===== src/rtl/pipeline_pkg.sv =====
// ---------------------------------------------------------------------------
// pipeline_pkg
// Definitions shared by the pipeline hazard controller and its sub-blocks:
//   - state_t      : hazard controller FSM state encoding
//   - REG_W        : register-index width (MIPS: 32 registers)
//   - WB_W/M_W/EX_W: widths of the pipeline control bundles
//   - M_MEMREAD_BIT: position of MemRead inside the M bundle {Branch, MemRead, MemWrite}
// ---------------------------------------------------------------------------
package pipeline_pkg;

    localparam int REG_W = 5;

    localparam int WB_W = 2;
    localparam int M_W  = 3;
    localparam int EX_W = 4;

    localparam int M_MEMREAD_BIT = 1;

    typedef enum logic [1:0] {
        RUN      = 2'd0,
        MEM_WAIT = 2'd1,
        ERROR    = 2'd2
    } state_t;

endpackage


===== src/rtl/pipeline_hazard_ctl_hazard_detect.sv =====
// ---------------------------------------------------------------------------
// hazard_detect
// Purely combinational load-use detector. Flags when the instruction in EX
// is a load whose destination is read by the instruction in ID.
//   ex_memread : ID/EX MemRead control bit
//   ex_rt      : load destination register (ID/EX rt)
//   id_rs      : IF/ID rs source field
//   id_rt      : IF/ID rt source field
//   id_uses_rt : the ID instruction actually reads rt as a source
//   load_use   : hazard present, one bubble required
// ---------------------------------------------------------------------------
import pipeline_pkg::*;

module hazard_detect (
    input  logic             ex_memread,
    input  logic [REG_W-1:0] ex_rt,
    input  logic [REG_W-1:0] id_rs,
    input  logic [REG_W-1:0] id_rt,
    input  logic             id_uses_rt,
    output logic             load_use
);

    logic [REG_W-1:0] rs_bit_eq;
    logic [REG_W-1:0] rt_bit_eq;

    genvar gi;
    generate
        for (gi = 0; gi < REG_W; gi++) begin : g_cmp
            assign rs_bit_eq[gi] = ~(ex_rt[gi] ^ id_rs[gi]);
            assign rt_bit_eq[gi] = ~(ex_rt[gi] ^ id_rt[gi]);
        end
    endgenerate

    logic rs_match;
    logic rt_match;
    logic dest_nonzero;

    assign rs_match     = &rs_bit_eq;
    assign rt_match     = (&rt_bit_eq) & id_uses_rt;
    // $zero is hardwired, so a load "into" it never produces a real value to wait for.
    assign dest_nonzero = |ex_rt;

    assign load_use = ex_memread & dest_nonzero & (rs_match | rt_match);

endmodule


===== src/rtl/pipeline_hazard_ctl.sv =====
// ---------------------------------------------------------------------------
// pipeline_hazard_ctl
// Central stall/flush controller for the 5-stage MIPS pipeline. Each cycle it
// decides whether PC, IF/ID, ID/EX, EX/MEM and MEM/WB advance, hold, bubble or
// flush. Handles load-use hazards, taken-branch squash (branch resolved in
// MEM) and multi-cycle data-memory waits with a timeout error trap.
//
// Parameters:
//   MEM_TIMEOUT : consecutive frozen memory-wait cycles before ERROR (>=2)
//   CNT_W       : width of the saturating stall_cycles counter
// Ports:
//   clk, rst (synchronous, active-low)
//   id_rs, id_rt, id_uses_rt      : source operands of the instr in ID
//   ex_memread, ex_rt             : load info of the instr in EX
//   mem_branch_taken              : branch in MEM resolved taken
//   mem_req, mem_ready            : data-memory handshake of the instr in MEM
//   pc_write .. memwb_bubble      : pipeline register enables / clears
//   err                           : sticky memory-timeout error
//   stall_cycles                  : cycles with pc_write==0 (saturating)
// Enables are combinational from state + inputs so a hazard acts in the
// cycle it is detected; state and counters are registered.
// ---------------------------------------------------------------------------
import pipeline_pkg::*;

module pipeline_hazard_ctl #(
    parameter int MEM_TIMEOUT = 16,
    parameter int CNT_W       = 32
) (
    input  logic             clk,
    input  logic             rst,
    input  logic [REG_W-1:0] id_rs,
    input  logic [REG_W-1:0] id_rt,
    input  logic             id_uses_rt,
    input  logic             ex_memread,
    input  logic [REG_W-1:0] ex_rt,
    input  logic             mem_branch_taken,
    input  logic             mem_req,
    input  logic             mem_ready,
    output logic             pc_write,
    output logic             ifid_write,
    output logic             ifid_flush,
    output logic             idex_write,
    output logic             idex_bubble,
    output logic             exmem_write,
    output logic             exmem_flush,
    output logic             memwb_bubble,
    output logic             err,
    output logic [CNT_W-1:0] stall_cycles
);

    localparam int WAIT_W = (MEM_TIMEOUT > 2) ? $clog2(MEM_TIMEOUT) : 1;
    localparam logic [WAIT_W-1:0] WAIT_LAST = WAIT_W'(MEM_TIMEOUT - 1);

    state_t            state_reg, state_next;
    logic [WAIT_W-1:0] wait_cnt_reg, wait_cnt_next;
    logic              err_reg, err_next;
    logic [CNT_W-1:0]  stall_cycles_reg;

    logic load_use;
    logic freeze;
    logic run_eval;

    hazard_detect u_hazard_detect (
        .ex_memread (ex_memread),
        .ex_rt      (ex_rt),
        .id_rs      (id_rs),
        .id_rt      (id_rt),
        .id_uses_rt (id_uses_rt),
        .load_use   (load_use)
    );

    always_comb begin
        state_next    = state_reg;
        wait_cnt_next = wait_cnt_reg;
        err_next      = err_reg;
        freeze        = 1'b0;
        run_eval      = 1'b0;

        unique case (state_reg)
            RUN: begin
                if (mem_req && !mem_ready) begin
                    freeze        = 1'b1;
                    state_next    = MEM_WAIT;
                    wait_cnt_next = WAIT_W'(1);
                end else begin
                    run_eval = 1'b1;
                end
            end
            MEM_WAIT: begin
                if (mem_ready) begin
                    // Access completes: the pipeline advances this very cycle,
                    // so branch and load-use must be honoured now.
                    state_next    = RUN;
                    wait_cnt_next = '0;
                    run_eval      = 1'b1;
                end else begin
                    freeze = 1'b1;
                    if (wait_cnt_reg == WAIT_LAST) begin
                        state_next = ERROR;
                        err_next   = 1'b1;
                    end else begin
                        wait_cnt_next = wait_cnt_reg + WAIT_W'(1);
                    end
                end
            end
            ERROR: begin
                freeze = 1'b1;
            end
            default: begin
                // Unreachable encoding: hold the pipeline and resynchronise.
                freeze     = 1'b1;
                state_next = RUN;
            end
        endcase
    end

    always_comb begin
        pc_write     = 1'b1;
        ifid_write   = 1'b1;
        ifid_flush   = 1'b0;
        idex_write   = 1'b1;
        idex_bubble  = 1'b0;
        exmem_write  = 1'b1;
        exmem_flush  = 1'b0;
        memwb_bubble = 1'b0;

        if (freeze) begin
            pc_write     = 1'b0;
            ifid_write   = 1'b0;
            idex_write   = 1'b0;
            exmem_write  = 1'b0;
            memwb_bubble = 1'b1;
        end else if (run_eval) begin
            if (mem_branch_taken) begin
                // Squash the three younger instructions; this also removes
                // any dependent instruction, so load-use is moot.
                ifid_flush  = 1'b1;
                idex_bubble = 1'b1;
                exmem_flush = 1'b1;
            end else if (load_use) begin
                pc_write    = 1'b0;
                ifid_write  = 1'b0;
                idex_bubble = 1'b1;
            end
        end

        if (!rst) begin
            pc_write     = 1'b0;
            ifid_write   = 1'b0;
            idex_write   = 1'b0;
            exmem_write  = 1'b0;
            ifid_flush   = 1'b1;
            exmem_flush  = 1'b1;
            idex_bubble  = 1'b1;
            memwb_bubble = 1'b1;
        end
    end

    always_ff @(posedge clk) begin
        if (!rst) begin
            state_reg        <= RUN;
            wait_cnt_reg     <= '0;
            err_reg          <= 1'b0;
            stall_cycles_reg <= '0;
        end else begin
            state_reg    <= state_next;
            wait_cnt_reg <= wait_cnt_next;
            err_reg      <= err_next;
            if (!pc_write && (stall_cycles_reg != {CNT_W{1'b1}})) begin
                stall_cycles_reg <= stall_cycles_reg + CNT_W'(1);
            end
        end
    end

    assign err          = err_reg;
    assign stall_cycles = stall_cycles_reg;

endmodule


===== config.mk =====
export PLATFORM = sky130hd
export DESIGN_NAME = pipeline_hazard_ctl
export DESIGN_NICKNAME = d
export VERILOG_FILES = /design/src/rtl/pipeline_pkg.sv /design/src/rtl/pipeline_hazard_ctl_hazard_detect.sv /design/src/rtl/pipeline_hazard_ctl.sv
export SDC_FILE = /design/constraint.sdc
export NUM_CORES = 1
export LEC_CHECK = 0
export ABC_CLOCK_PERIOD_IN_PS = 6050
export CORE_UTILIZATION = 55
export DETAILED_ROUTE_END_ITERATION = 12
export DONT_BUFFER_PORTS = 1
export PLACE_DENSITY = 0.7
export RECOVER_POWER = 25
export SLEW_MARGIN = 20
export SYNTH_ARGS = -nofsm -noshare
export SYNTH_HDL_FRONTEND = slang
export SYNTH_HIERARCHICAL = 1
export SYNTH_SLANG_ARGS = --single-unit

===== constraint.sdc =====
create_clock -name clk -period 6.05 [get_ports clk]
set_clock_uncertainty 0.2 [all_clocks]
set_input_delay 0.3025 -clock clk [delete_from_list [all_inputs] [get_ports clk]]
set_output_delay 0.3025 -clock clk [all_outputs]
set_load 0.03 [all_outputs]

==> results.py <==
metrics = {
    "run": {
        "cap_violations": 0,
    },
    "critical_path": {
        "critPathBufInv": 0,
        "critPathTopFamily": "compound AO/OA/AOI/OAI gates",
        "crit_path_end_kind": "register",
        "r2r-end": "stall_cycles[11]",
        "critPathLaunch": "stall_cycles[0]",
        "rrSetupSlack_ns": 3.37,
        "r2r_cells": 6,
        "crit_chain": "ha_1 > and2_1 > nand4_2 > o31ai_4 > or4_1 > a21oi_1",
        "crit_path_top_delay_cell": "o31ai_4",
        "slowest_delay_ns": 0.79,
        "crit_required_ns": 5.98,
        "crit_fanout": 25,
        "crit_cells": 6,
        "endpoint": "stall_cycles[11]",
        "cp-start-kind": "register",
        "rr_startpoint": "stall_cycles[0]",
        "critPathKind": "register to register",
        "cp_data_arrival_time_ns": 2.61,
    },
    "pwr": {
        "peakVddDrop_mv": 0.0925,
        "p_per_area_mw_per_mm2": 218,
        "p_leak_uw": 0.000744,
    },
    "place": {
        "dp_hpwl_um": 3080,
        "port_buffers": 0,
        "gp_congestion": 0.719,
        "dpl_worst_slack_ns": 3.27,
        "dp_cells": 291,
    },
    "detailed_routing": {
        "wl_um": 4480,
        "viasPerCell": 6.33,
        "route.detailed.drc": 0,
        "drt_pass1_iterations": 4,
        "antenna_left": 0,
        "routedWlPerCell_um": 14.8,
        "vias": 1918,
        "drt_iter0_drc": 171,
    },
    "finish": {
        "diodes": 0,
        "fin_nets": 278,
        "multi_input_area_mm2": 0.00130,
        "fill_cells": 355,
        "area_growth_pct": 5.66,
        "regArea_um2": 781,
        "drive_gt1_frac": 0.0784,
        "stdcell_count": 303,
        "largest_reg_flops": 32,
    },
    "sta": {
        "timing.final.ws_setup_ns": 3.37,
        "fmax_mhz": 373,
        "final-hold-violation-count": 0,
        "slew_headroom": 0.307,
        "worstMarginPinSlew_ns": 1.04,
        "finalCritPeriodShare": 0.444,
        "final_max_slew_viol_count": 0,
        "report.final.setup_viol": 0,
        "finalSetupTns_ns": 0,
        "min_period_ns": 2.68,
        "rsz0062_at_grt": "no",
    },
    "cts": {
        "cts_buffers": 5,
        "post-cts-setup-buffers": 0,
        "clockBufferDepth": 2,
        "clockRootBuffer": "clkbuf_8",
        "clock-sinks": 39,
        "clk_latency_ns": 0.29,
        "cts_htree_levels": 2,
        "cts_tree": "yes",
        "clk_pin_slew_worst_paths_ns": 0.08,
    },
    "synthesis": {
        "postSynthAreaPerCell_um2": 8.61,
        "synth-seq-area-share": 0.357,
        "synth_top_area_share": 0.357,
        "synth_nets": 278,
        "synth_area_leaders": "dfxtp_1, a21oi_1, or3_1",
        "yosysWarnings": 6,
        "synth.largest_area_cell": "dfxtp_1",
        "ys_ff_latch": 39,
        "synth_cells": 254,
        "synth-edff-count": 0,
        "synth_ff_type": "dfxtp_1",
        "ys_types": 46,
        "synthArstFlopShare": 0,
        "netlist_area_mm2": 0.00219,
    },
    "global_routing": {
        "antenna_found_initial": 0,
        "grt_use_total": 0.223,
        "grt_first_pass_wirelength_um": 7290,
        "gr-total-overflow": 0,
        "grt_pass1_vias": 1660,
        "grt_start_max_net_pins": 33,
    },
    "die": {
        "rows": 22,
        "coreArea_mm2": 0.00374,
        "io_pins": 63,
        "start_util": 0.584,
        "dieArea_mm2": 0.00423,
        "die_w_um": 65.1,
        "die_h_um": 65.1,
    },
    "hold_path": {
        "hold_class": "input port to register",
    },
    "status": {
        "status": "completed",
    },
}
[power breakdown]
part	leakage [uW]	internal (uW)	switching, uW
Combinational	0.000377	13.4	26.3
Clock	0.0000515	104	91.5
Sequential	0.000315	260	9.51
[stage by stage]
stage / utilization / total power [uW] / area [um2] / hold WS (ns)
2_1_floorplan: - / 312 / 2190 / 0.258
3_3_place_gp: 0.580 / 312 / 2170 / 0.226
3_5_place_dp: 0.580 / 313 / 2170 / 0.229
4_1_cts: 0.615 / 507 / 2300 / 0.00257
5_1_grt: 0.617 / 524 / 2310 / 0.0483
6_report: 0.617 / 505 / 2310 / 0.0204
[cell usage in the layout (no fill, tap or decap), types with 8 or more instances in the layout]
cell type	n
dfxtp_1	39
a21oi_1	27
or3_1	18
nand3_1	16
nor2_1	14
nand2_1	13
xor2_1	11
o21ai_1	11
o21ai_0	10
or4_1	9
inv_1	8
nand4_1	8
o31ai_1	8
[synthesized netlist by cell type (8+ instances only)]
cell	instances
dfxtp_1	39
inv_1	8
xor2_1	11
or4_1	9
nand4_1	8
or3_1	18
nand3_1	16
nor2_1	14
nand2_1	13
o21ai_0	10
a21oi_1	27
o21ai_1	11
o31ai_1	8
[cells by family (layout without fill, tap and decap cells)]
logic type      count (synthesis)  count (layout)  share of synthesized area
flops                          39              39                      0.357
buf+inv                        19              20                     0.0486
xor+xnor                       16              16                     0.0641
fa+ha+maj                       2               2                     0.0114
simple gates                  105             105                      0.297
compound gates                 70              70                      0.208
mux                             3               3                     0.0137
[tightest hold or removal path, cell delays in order]
cell    delay [ns]
nor3_1        0.03
nor2_1        0.08
nor2_1        0.05
[how the worst min path moves through the flow]
stage	cells past startpoint	start	slack [ns]	endpoint
floorplan	2	wait_cnt_reg[3]	0.26	wait_cnt_reg[3]
global placement	1	rst	0.23	stall_cycles[22]
detailed placement	1	rst	0.23	state_reg[1]
CTS	2	rst	0.003	stall_cycles[14]
global route	3	mem_ready	0.05	err
finish	3	mem_ready	0.02	err
[layout make-up]
class,instances,share of cell area
Multi-Input combinational cell,196,0.563
Clock buffer,8,0.0433
Tap cell,48,0.0260
Timing Repair Buffer,4,0.0173
Sequential cell,39,0.338
Inverter,8,0.0130
[what timing repair did]
item | in CTS | in global routing
gates resized for setup | 0 | 0
hold endpoints to repair | 4 | 1
hold buffers | 3 | 1
[layer usage]
metal	global-route usage	routed length, um	up-vias
met2	0.354	2070	65
met4	0.0761	42	0
met5	0	0	-
li1	-	-	959
met3	0.0775	273	4
met1	0.279	2100	890
Power figures use the tool's default switching activity.
